**src/rtl/lsu_mem_port_pkg.sv**
```systemverilog
// Shared definitions for the load/store unit: opcodes, access widths, FSM states.
package lsu_mem_port_pkg;

  localparam logic [4:0] OP_LOAD   = 5'b00000;
  localparam logic [4:0] OP_STORE  = 5'b01000;
  localparam logic [4:0] OP_OPIMM  = 5'b00100;
  localparam logic [4:0] OP_AUIPC  = 5'b00101;
  localparam logic [4:0] OP_OP     = 5'b01100;
  localparam logic [4:0] OP_LUI    = 5'b01101;
  localparam logic [4:0] OP_BRANCH = 5'b11000;
  localparam logic [4:0] OP_JALR   = 5'b11001;
  localparam logic [4:0] OP_JAL    = 5'b11011;

  localparam logic [2:0] F3_B  = 3'b000;
  localparam logic [2:0] F3_H  = 3'b001;
  localparam logic [2:0] F3_W  = 3'b010;
  localparam logic [2:0] F3_BU = 3'b100;
  localparam logic [2:0] F3_HU = 3'b101;

  typedef enum logic [1:0] {S_IDLE, S_REQ, S_WAIT, S_DONE} lsu_state_t;

  function automatic logic f3_legal(input logic is_store, input logic [2:0] f3);
    if (is_store) return (f3 == F3_B) || (f3 == F3_H) || (f3 == F3_W);
    return (f3 == F3_B) || (f3 == F3_H) || (f3 == F3_W) || (f3 == F3_BU) || (f3 == F3_HU);
  endfunction

endpackage

```
**src/rtl/lsu_align.sv**
```systemverilog
// Byte-lane steering for stores, extraction/extension for loads, access legality.
module lsu_align
  import lsu_mem_port_pkg::*;
(
  input  logic        is_store,
  input  logic [2:0]  func3,
  input  logic [1:0]  a,
  input  logic [31:0] store_data,
  output logic [31:0] wdata,
  output logic [3:0]  wstrb,
  output logic        bad,
  input  logic [2:0]  ld_func3,
  input  logic [1:0]  ld_a,
  input  logic [31:0] rdata,
  output logic [31:0] ld_data
);

  logic        misal;
  logic [7:0]  lb;
  logic [15:0] lh;

  // Each lane picks the source byte it would carry for the access width.
  for (genvar i = 0; i < 4; i++) begin : g_lane
    always_comb begin
      unique case (func3[1:0])
        2'b00:   wdata[8*i +: 8] = store_data[7:0];
        2'b01:   wdata[8*i +: 8] = store_data[8*(i%2) +: 8];
        default: wdata[8*i +: 8] = store_data[8*i +: 8];
      endcase
    end
  end

  always_comb begin
    unique case (func3[1:0])
      2'b00:   wstrb = 4'b0001 << a;
      2'b01:   wstrb = 4'b0011 << a;
      default: wstrb = 4'b1111;
    endcase
  end

  assign misal = ((func3[1:0] == 2'b01) && a[0]) || ((func3[1:0] == 2'b10) && (a != 2'b00));
  assign bad   = misal || !f3_legal(is_store, func3);

  assign lb = rdata[{ld_a, 3'b000} +: 8];
  assign lh = ld_a[1] ? rdata[31:16] : rdata[15:0];

  always_comb begin
    unique case (ld_func3)
      F3_B:    ld_data = {{24{lb[7]}}, lb};
      F3_H:    ld_data = {{16{lh[15]}}, lh};
      F3_BU:   ld_data = {24'h0, lb};
      F3_HU:   ld_data = {16'h0, lh};
      default: ld_data = rdata;
    endcase
  end

endmodule

```
**src/rtl/lsu_mem_port.sv**
```systemverilog
// Load/store unit: request/grant data-memory port with core stall and timeout.
module lsu_mem_port
  import lsu_mem_port_pkg::*;
#(
  parameter int MAX_WAIT = 255
) (
  input  logic        clk,
  input  logic        rst_n,
  input  logic        req_valid,
  input  logic [4:0]  opcode,
  input  logic [2:0]  func3,
  input  logic [31:0] addr,
  input  logic [31:0] store_data,
  output logic        stall,
  output logic        resp_valid,
  output logic [31:0] load_data,
  output logic        err,
  output logic        mem_req,
  output logic        mem_we,
  output logic [31:0] mem_addr,
  output logic [3:0]  mem_wstrb,
  output logic [31:0] mem_wdata,
  input  logic        mem_gnt,
  input  logic        mem_rvalid,
  input  logic [31:0] mem_rdata
);

  lsu_state_t  state, nxt;
  logic        mem_op, is_store, bad, tmo, cap, at_limit;
  logic [2:0]  f3_q;
  logic [1:0]  a_q;
  logic [7:0]  cnt;
  logic [31:0] wdata_c, ld_c;
  logic [3:0]  wstrb_c;

  assign is_store = (opcode == OP_STORE);
  assign mem_op   = req_valid && ((opcode == OP_LOAD) || is_store);
  assign at_limit = (cnt == 8'(MAX_WAIT - 1));

  lsu_align u_align (
    .is_store   (is_store),
    .func3      (func3),
    .a          (addr[1:0]),
    .store_data (store_data),
    .wdata      (wdata_c),
    .wstrb      (wstrb_c),
    .bad        (bad),
    .ld_func3   (f3_q),
    .ld_a       (a_q),
    .rdata      (mem_rdata),
    .ld_data    (ld_c)
  );

  always_ff @(posedge clk or negedge rst_n) begin
    if (!rst_n) state <= S_IDLE;
    else        state <= nxt;
  end

  always_comb begin
    nxt = state;
    tmo = 1'b0;
    cap = 1'b0;
    unique case (state)
      S_IDLE: if (mem_op) nxt = bad ? S_DONE : S_REQ;
      S_REQ: begin
        if (mem_gnt) begin
          if (mem_we)          nxt = S_DONE;
          else if (mem_rvalid) begin nxt = S_DONE; cap = 1'b1; end
          else                 nxt = S_WAIT;
        end else if (at_limit) begin
          nxt = S_DONE; tmo = 1'b1;
        end
      end
      S_WAIT: begin
        if (mem_rvalid)    begin nxt = S_DONE; cap = 1'b1; end
        else if (at_limit) begin nxt = S_DONE; tmo = 1'b1; end
      end
      default: nxt = S_IDLE;
    endcase
  end

  always_comb begin
    mem_req    = (state == S_REQ);
    resp_valid = (state == S_DONE);
    stall      = (state == S_REQ) || (state == S_WAIT) || ((state == S_IDLE) && mem_op);
  end

  // Bus fields are latched at accept so they stay stable through REQ.
  always_ff @(posedge clk or negedge rst_n) begin
    if (!rst_n) begin
      f3_q      <= '0;
      a_q       <= '0;
      mem_we    <= 1'b0;
      mem_addr  <= '0;
      mem_wstrb <= '0;
      mem_wdata <= '0;
      err       <= 1'b0;
      load_data <= '0;
    end else begin
      if (state == S_IDLE && mem_op) begin
        f3_q      <= func3;
        a_q       <= addr[1:0];
        mem_we    <= is_store;
        mem_addr  <= {addr[31:2], 2'b00};
        mem_wstrb <= wstrb_c;
        mem_wdata <= wdata_c;
        err       <= bad;
      end
      if (tmo) err       <= 1'b1;
      if (cap) load_data <= ld_c;
    end
  end

  always_ff @(posedge clk or negedge rst_n) begin
    if (!rst_n) cnt <= '0;
    else if ((state == S_REQ || state == S_WAIT) && nxt != S_DONE) cnt <= cnt + 8'd1;
    else cnt <= '0;
  end

endmodule
```
**config.mk**
```make
export PLATFORM = sky130hd
export DESIGN_NAME = lsu_mem_port
export DESIGN_NICKNAME = d
export VERILOG_FILES = /design/src/rtl/lsu_mem_port_pkg.sv /design/src/rtl/lsu_align.sv /design/src/rtl/lsu_mem_port.sv
export SDC_FILE = /design/constraint.sdc
export NUM_CORES = 1
export LEC_CHECK = 0
export ABC_AREA = 1
export BUFFER_PORTS_ARGS = -buffer_cell sky130_fd_sc_hd__buf_2
export CAP_MARGIN = 20
export CORE_MARGIN = 2
export CORE_UTILIZATION = 45
export CTS_BUF_LIST = sky130_fd_sc_hd__clkbuf_8
export DETAILED_ROUTE_END_ITERATION = 6
export PLACE_DENSITY = 0.77
export SKIP_LAST_GASP = 1
export SLEW_MARGIN = 15
export SYNTH_ARGS = -nofsm -noshare
export SYNTH_HDL_FRONTEND = slang
export SYNTH_SLANG_ARGS = --single-unit
```
**constraint.sdc**
```tcl
create_clock -name clk -period 2 [get_ports clk]
set_input_delay 0.4 -clock clk [delete_from_list [all_inputs] [get_ports clk]]
set_output_delay 0.4 -clock clk [all_outputs]
set_load 0.01 [all_outputs]
```
==> out/qor.txt <==
Outcome - finished, final reports clean
Final slew viol count - 0
Crit end category - output pin
ANT cells - 0
Switching Share - 39.88%
Largest net degree at the start of global routing - 46
Endpoints failing setup - 0
Die W - 115.4 um
Clock Sinks - 115
CTS buffer count - 17
CP Max Fanout - 3
Clk slew on worst S/H paths - 0.07 ns
Estimated wirelength of the detail-placed design - 11180 um
H-tree lvl count - 4
Insertion delay to the later sink of the worst-skew pair - 0.43 ns
CTS tree - built
Number of global-route vias before repair - 4920
Nets - 1029
CTS Root Cell - clkbuf_8
Initial Util - 46.29%
Max cap viols - 0
Post-Syn Area per Cell - 7.998 sq um
Remaining DRCs - 0
Routed Antenna Nets - 0
Synth Register Bits - 115
First-pass GRT wire length - 24070 um
RSZ-0062 raised after global routing - false
Gpl congestion - 0.9290
Sw power - 4.076 mW
Clk_skew - 0.008307 ns
Port-buffer cells - 211
Combinational power share - 42.8%
CP Class - flop to output pin
Power Dens Cells - 1419 nW/um^2
Gr ovfl total - 0
Critical Path Start Type - flop
Unique masters post-synth - 32
Clk buf depth - 2
Row count - 40
Predominant post-synthesis flop cell - dfrtp_1
First drt pass iteration count - 5
Sequential fraction of the synthesis area - 51.55%
Synth warnings - 0
Critical path required time - 1.60 ns
Number of DRC markers in iteration 0 - 419
Via Count - 5484
Sequential share of power - 38.9%
Area contributors post-synth - dfrtp_1 52%, nand2_1 17%, o21ai_0 5.4%
Pint - 6.145 mW
Minimum clock period - 1.883 ns
Cell leakage power - 3.996 nW
Die Ht - 115.4 um
Die area - 13310 sq um
Final Power - 10.22 mW
VDD IR max - 0.6790 mV
Fin crit share - 94.13%
Clock power frac - 18.3%
Final Hold Viols - 0
Fmax achieved - 0.5312 GHz
Drt total wl - 15250 um
# fillers - 1141
Antenna violations before repair - 0
Share of cells above drive strength 1 - 29.98%
IO Count - 214
Area of the mapped netlist - 5583 sq um
Synth area leader - dfrtp_1
Via density - 5.022
Wire per inst - 13.97 um
Top cell type's share of synthesized area - 51.55%
Post-synth EDFFs - 0
Setup TNS - 0 ns
Synth Instances - 698
Synthesis-to-finish area growth - 29.02%
Total Routing Usage GR - 23.21%
Data arrival time of the worst path - 1.48 ns
Worst min path class - primary input to flop
Post-synth ARST share - 100.0%
Core ar. - 12060 sq um
==> final cells by class <==
type	count	area, sq um	area share (%)
sequential	115	2878	39.95
clock inverter	7	33.78	0.4690
multi-input combinational	490	2297	31.89
tap	168	210.2	2.918
timing repair buffer	234	1271	17.65
inverter	56	210.2	2.918
clock buffer	22	302.8	4.204
==> cells in the mapped netlist (3+ instances only) <==
| cell type | n |
|---|---|
| inv_1 | 52 |
| buf_4 | 6 |
| clkbuf_1 | 13 |
| o21a_1 | 8 |
| nor2_2 | 3 |
| o21ai_0 | 60 |
| o21ai_1 | 4 |
| dfrtp_1 | 115 |
| nand2_1 | 248 |
| inv_2 | 3 |
| xor2_1 | 4 |
| ha_1 | 6 |
| o211ai_1 | 15 |
| nand3_1 | 23 |
| o22ai_1 | 17 |
| nor2_1 | 47 |
| buf_6 | 4 |
| a21oi_1 | 38 |
| buf_2 | 15 |
==> repair_timing <==
action | CTS | global route
endpoints found under the hold margin | 30 | 0
setup buffers | 3 | 1
resized for setup | 2 | 3
pin swaps | 1 | 0
endpoints found under the setup margin | 1 | 1
hold buffers | 1 | 0
==> critical path, stage by stage (launching register included) <==
cell     delay [ns]
dfrtp_1        0.40
inv_2          0.10
ha_4           0.15
inv_1          0.06
nor2_4         0.10
inv_2          0.05
nand2_1        0.07
buf_2          0.14
==> cells by family (layout without fill, tap and decap cells) <==
| family | count (synthesis) | after routing | synth area share, % |
|---|---|---|---|
| and+or+nand+nor | 330 | 330 | 23.87 |
| AOI/OAI and AO/OA | 146 | 146 | 14.63 |
| xor gates and xnor gates | 6 | 6 | 0.9413 |
| adders and majority gates | 6 | 6 | 1.345 |
| other | 1 | 2 | 0.06717 |
| buffers and inverters | 94 | 319 | 7.597 |
| DFF | 115 | 115 | 51.55 |
==> state kept, by name (all words and copies together), names as in the netlist <==
register   cells
cnt            8
mem_wdata     32
mem_addr      30
mem_wstrb      4
mem_we         1
load_data     32
state          2
a_q            2
err            1
f3_q           3
==> through the flow <==
step	util, %	hold WS [ns]	instances	area [sq um]	setup slack [ns]
2_1_floorplan	-	0.1044	699	5587	0.2285
3_3_place_gp	56.49	0.3780	1058	6814	0.2650
3_5_place_dp	56.49	0.3769	1058	6814	0.2267
4_1_cts	59.55	0.1387	1091	7183	0.009782
5_1_grt	59.72	0.1376	1092	7203	0.02605
6_report	59.72	0.1645	1092	7203	0.1173
==> final timing paths <==
path | from | end | slack [ns] | cells after the start
setup / recovery | state[0]$_DFF_PN0_ | stall | 0.12 | 7
hold / removal | addr[16] | mem_addr[16]$_DFFE_PN0P_ | 0.16 | 3
setup reg to reg | state[0]$_DFF_PN0_ | load_data[2]$_DFFE_PN0P_ | 0.24 | 10
hold reg to reg | mem_addr[12]$_DFFE_PN0P_ | mem_addr[12]$_DFFE_PN0P_ | 0.46 | 2
max in group asynchronous | rst_n | cnt[0]$_DFF_PN0_ | 0.95 | 3
min in group asynchronous | rst_n | load_data[3]$_DFFE_PN0P_ | 0.46 | 2
==> per-layer routing <==
| layer | routed length [um] | track usage [%] | vias up |
|---|---|---|---|
| li1 | - | - | 2679 |
| met1 | 6499 | 31.21 | 2521 |
| met2 | 7184 | 35.98 | 255 |
| met3 | 1272 | 6.958 | 29 |
| met4 | 295 | 7.871 | 0 |
| met5 | 0 | 0 | - |
==> cell usage in the layout (no fill, tap or decap), drive strengths merged <==
cell         count
a21oi           38
a22oi            1
a31oi            2
buf            233
clkbuf          22
clkinv           7
conb             2
dfrtp          115
dlygate4sd3      1
ha               6
inv             56
nand2          250
nand3           24
nand3b           3
nand4            1
nor2            52
o211ai          15
o21a             8
o21ai           64
o22ai           17
o31ai            1
xnor2            2
xor2             4
==> power groups by stage <==
stage / combinational (mW) / clock, mW / sequential, mW
2_1_floorplan: 2.15 / 0 / 4.40
3_5_place_dp: 4.28 / 0 / 4.00
5_1_grt: 4.88 / 2.02 / 4.10
3_3_place_gp: 4.19 / 0 / 3.99
6_report: 4.38 / 1.87 / 3.97
4_1_cts: 4.34 / 1.91 / 3.97
Power figures use the tool's default switching activity.
